File: config.mk
export PLATFORM = sky130hd
export DESIGN_NAME = uart_tx_engine
export DESIGN_NICKNAME = d
export VERILOG_FILES = /design/src/rtl/uart_tx_engine.sv
export SDC_FILE = /design/constraint.sdc
export NUM_CORES = 1
export LEC_CHECK = 0
export ABC_CLOCK_PERIOD_IN_PS = 5060
export CORE_MARGIN = 1
export CORE_UTILIZATION = 55
export DETAILED_ROUTE_END_ITERATION = 7
export HOLD_SLACK_MARGIN = 0.08
export PLACE_DENSITY = 0.77
export SETUP_SLACK_MARGIN = 0.5
export SLEW_MARGIN = 20
export SYNTH_ARGS = -nofsm -noshare
export SYNTH_HDL_FRONTEND = slang
export SYNTH_SLANG_ARGS = --single-unit
File: constraint.sdc
create_clock -name clk -period 5.06 [get_ports clk]
set_input_delay 1.012 -clock clk [delete_from_list [all_inputs] [get_ports clk]]
set_output_delay 1.012 -clock clk [all_outputs]
set_load 0.005 [all_outputs]
File: src/rtl/uart_tx_engine.sv
// UART transmit engine: pops one word from the TX FIFO and serialises it as
// start bit, LSB-first data, optional parity and one or two stop bits.
//
// state  | meaning
// IDLE   | line high, waiting for a non-empty FIFO
// FETCH  | pop strobe to the FIFO; read data lands on the closing edge
// LOAD   | capture word, compute parity, clear counters
// START  | start bit (low)
// DATA   | data bits, LSB first
// PARITY | optional parity bit
// STOP   | stop bit(s) (high); tx_done on the very last cycle
module uart_tx_engine #(
    parameter int DATA_WIDTH   = 8,
    parameter int CLKS_PER_BIT = 434,
    parameter int PARITY_EN    = 0,
    parameter int PARITY_ODD   = 0,
    parameter int STOP_BITS    = 1
) (
    input  logic                  clk,
    input  logic                  rst_n,
    input  logic                  fifo_empty,
    input  logic [DATA_WIDTH-1:0] fifo_dout,
    output logic                  fifo_rd_en,
    output logic                  tx,
    output logic                  busy,
    output logic                  tx_done
);

    localparam int CNT_W = $clog2(CLKS_PER_BIT);
    localparam int IDX_W = $clog2(DATA_WIDTH) + 1;

    localparam logic [CNT_W-1:0] BAUD_LAST = CNT_W'(CLKS_PER_BIT - 1);
    localparam logic [CNT_W-1:0] BAUD_PRE  = CNT_W'(CLKS_PER_BIT - 2);
    localparam logic [IDX_W-1:0] LAST_DATA = IDX_W'(DATA_WIDTH - 1);
    localparam logic [IDX_W-1:0] LAST_STOP = IDX_W'(STOP_BITS - 1);

    typedef enum logic [2:0] {
        IDLE,
        FETCH,
        LOAD,
        START,
        DATA,
        PARITY,
        STOP
    } state_t;

    state_t                  state;
    logic [CNT_W-1:0]        baud_cnt;
    logic [IDX_W-1:0]        bit_idx;
    logic [DATA_WIDTH-1:0]   shift_reg;
    logic                    parity_bit;

    logic                    baud_wrap;
    logic [DATA_WIDTH-1:0]   shift_next;

    always_comb begin
        baud_wrap  = (baud_cnt == BAUD_LAST);
        shift_next = shift_reg >> 1;
    end

    assign busy = (state != IDLE);

    always_ff @(posedge clk or negedge rst_n) begin
        if (!rst_n) begin
            state      <= IDLE;
            baud_cnt   <= '0;
            bit_idx    <= '0;
            shift_reg  <= '0;
            parity_bit <= 1'b0;
            tx         <= 1'b1;
            fifo_rd_en <= 1'b0;
            tx_done    <= 1'b0;
        end else begin
            fifo_rd_en <= 1'b0;
            tx_done    <= 1'b0;

            case (state)
                IDLE: begin
                    tx <= 1'b1;
                    if (!fifo_empty) begin
                        state      <= FETCH;
                        fifo_rd_en <= 1'b1;
                    end
                end

                FETCH: begin
                    tx    <= 1'b1;
                    state <= LOAD;
                end

                // tx is driven low here so the start bit is on the line for the full first START cycle
                LOAD: begin
                    shift_reg  <= fifo_dout;
                    parity_bit <= (^fifo_dout) ^ (PARITY_ODD != 0);
                    baud_cnt   <= '0;
                    bit_idx    <= '0;
                    tx         <= 1'b0;
                    state      <= START;
                end

                START: begin
                    if (baud_wrap) begin
                        baud_cnt <= '0;
                        bit_idx  <= '0;
                        tx       <= shift_reg[0];
                        state    <= DATA;
                    end else begin
                        baud_cnt <= baud_cnt + 1'b1;
                    end
                end

                DATA: begin
                    if (baud_wrap) begin
                        baud_cnt <= '0;
                        if (bit_idx == LAST_DATA) begin
                            bit_idx <= '0;
                            if (PARITY_EN != 0) begin
                                tx    <= parity_bit;
                                state <= PARITY;
                            end else begin
                                tx    <= 1'b1;
                                state <= STOP;
                            end
                        end else begin
                            bit_idx   <= bit_idx + 1'b1;
                            shift_reg <= shift_next;
                            tx        <= shift_next[0];
                        end
                    end else begin
                        baud_cnt <= baud_cnt + 1'b1;
                    end
                end

                PARITY: begin
                    if (baud_wrap) begin
                        baud_cnt <= '0;
                        bit_idx  <= '0;
                        tx       <= 1'b1;
                        state    <= STOP;
                    end else begin
                        baud_cnt <= baud_cnt + 1'b1;
                    end
                end

                // tx_done is registered, so it is raised one cycle ahead to coincide with the last stop cycle
                STOP: begin
                    tx <= 1'b1;
                    if (baud_cnt == BAUD_PRE && bit_idx == LAST_STOP) begin
                        tx_done <= 1'b1;
                    end
                    if (baud_wrap) begin
                        baud_cnt <= '0;
                        if (bit_idx == LAST_STOP) begin
                            bit_idx <= '0;
                            state   <= IDLE;
                        end else begin
                            bit_idx <= bit_idx + 1'b1;
                        end
                    end else begin
                        baud_cnt <= baud_cnt + 1'b1;
                    end
                end

                default: begin
                    tx    <= 1'b1;
                    state <= IDLE;
                end
            endcase
        end
    end

endmodule

==> results.toml <==
[critical_path]
crit_arrival_ps = 1870
required_ps = 4050
critical_path_class = "register to primary output"
start_kind = "register"
critPathMaxFanout = 19
crit_path_end_kind = "primary output"

[clock_tree]
cts_buffers = 3
root_buffer = "clkbuf_4"
clock_latency_ps = 340
ctsResizeCount = 0
post_cts_buffers = 0
cts_tree = "yes"
cts_buffer_depth = 2
cts_max_level = 1
hold_buffers = 0
clk_pin_slew_ps = 150
cts.sinks = 27

[sta]
final.setup.tns_ps = 0
fin_hold_ws_ps = 526.8
clock_skew_ps = 10.92
slew_headroom = 0.4981
setup_ws_ps = 2174
fin_crit_sh = 0.5704
drv_slew = 0
hold_viol = 0
max_slew.worst_pin.slew_ps = 742.3
setup_viol = 0
timing.fmax_ghz = 0.3465
min_period_ps = 2886
rsz0062_at_grt = "no"

[run_status]
status = "finished, violations left"
violations = "DRC"

[route]
via_count = 1294
wirelength_met1_um = 1507
dr.max_layer_used = "met4"
met3_length_um = 178
viasPerCell = 6.221
drc = 6
wl_met2_um = 1601
wl_um = 3319
post_drt_wl_per_cell_um = 15.96
postRouteAntennaNets = 0
drt_first_pass_iters = 6
drtIter0Drc = 63

[yosys]
ys_seq_area_frac = 0.4114
synth_cell_types = 46
synth.cell_area_um2 = 1645
synthXorXnorAreaFrac = 0.01597
synthSimpleGateAreaFrac = 0.1992
synthTopCellsByArea = "dfrtp_1 (40%), mux2_2 (8.2%), mux2i_1 (5.5%), ha_1 (3.8%), a31oi_1 (3.4%)"
synth-seq-cells = 27
ys_async_sr_fraction = 1.000
netlist.area_leader.share = 0.3954
ys.flop_type = "dfrtp_1"
synthAdderAreaFrac = 0.03802
yosysWarnings = 0
syn-num-nets = 181
synth.largest_area_cell = "dfrtp_1"
synth_top_family_by_area = "simple AND/OR/NAND/NOR gates"
synthTopCellsByCount = "dfrtp_1 (26), inv_1 (12), mux2_2 (12), nand2_1 (11)"
synth.avg_cell_area_um2 = 9.972
synthMostInstantiatedCell = "dfrtp_1"
synth_edf_count = 0
netlist_instances = 165
synthMuxAreaShare = 0.1369
synth_compound_area_frac = 0.1483

[place]
pre_cts_slack_ps = 2394
place_area_um2 = 1802
gp_congestion = 0.9069
dp_hpwl_um = 2357
dp_cells = 204
numPortBuffers = 14

[global_route]
overflow = 0
grt_max_degree = 28
grt_usage = 0.2219
grt_pass1_wl_um = 5575
grt_pass1_vias = 1285
antenna_found_initial = 0

[finish]
final_area_um2 = 1838
largest_reg_flops = 9
final_nets = 194
final_cells = 208
fill_cells = 238
fin_util = 0.6552
area_delta_synth_final_pct = 11.71
drive_gt1_frac = 0.1356
multi_input_area_um2 = 892.1
antenna_cells = 0
register_area_um2 = 676.9

[die]
fp.dieArea_um2 = 3214
dieHeight_um = 56.70
start_util = 0.5865
ios = 15
dieWidth_um = 56.70
coreArea_um2 = 2805
rows = 19

[pwr]
ir_worst_vdd_v = 0.0001173
p_total_uw = 336.8
power_density_nw_per_um2 = 183.2
p_leak_nw = 0.8026

[job]
drv_cap = 0

[min_path]
hp-class = "register to register"
## layer usage
metal / up-vias / GRT usage
li1: 632 / -
met5: - / 0
met1: 614 / 0.2834
met3: 7 / 0.05069
met4: 0 / 0.05714
met2: 41 / 0.3776
## area by class of cell
type / instances / area share
multi-input combinational: 118 / 0.4854
sequential: 27 / 0.3683
timing repair buffer: 16 / 0.08441
inverter: 12 / 0.02451
tap: 31 / 0.02110
clock buffer: 3 / 0.01225
clock inverter: 1 / 0.004084
## logic make-up (layout without fill, tap and decap cells)
| family | after synthesis | after routing |
|---|---|---|
| AOI/OAI and AO/OA | 32 | 32 |
| xor gates and xnor gates | 3 | 3 |
| adders and majority gates | 5 | 5 |
| buffers and inverters | 20 | 32 |
| DFF | 27 | 27 |
| muxes | 21 | 21 |
| and+or+nand+nor | 57 | 57 |
## power breakdown
part	switching, mW	total [mW]	internal (mW)	leakage [nW]
sequential	0.00155	0.221	0.219	0.321
clock	0.0671	0.0974	0.0303	0.0139
combinational	0.00719	0.0187	0.0116	0.467
## cells in the final DEF, fill, tap and decap left out, types with 4 or more instances in the layout
cell and count:
ha_1 5, nor3_1 5, mux2_2 12, a31oi_1 9, or3_1 5, mux2i_1 9, inv_1 12, dfrtp_1 26
nor2b_1 4, nand2_1 11, o21ai_0 7, nand3_1 8, clkdlybuf4s50_1 14, nor2_1 5
## final timing paths
kind | start | end | slack [ps] | cells past startpoint
setup / recovery | state[2]$_DFFE_PN0P_ | busy | 2170 | 2
hold / removal | shift_reg[4]$_DFFE_PN0P_ | shift_reg[4]$_DFFE_PN0P_ | 530 | 1
setup reg to reg | baud_cnt[6]$_DFFE_PN0P_ | bit_idx[0]$_DFFE_PN0P_ | 2710 | 4
hold reg to reg | shift_reg[4]$_DFFE_PN0P_ | shift_reg[4]$_DFFE_PN0P_ | 530 | 1
max in group asynchronous | rst_n | tx$_DFFE_PN1P_ | 3750 | 2
min in group asynchronous | rst_n | state[0]$_DFFE_PN0P_ | 1020 | 2
## worst max-delay path: stages (launching register included)
cell             delay (ps)
dfrtp_1                 650
or3_1                   430
clkdlybuf4s50_1         460
No activity file was read; power rests on OpenSTA's default activity.
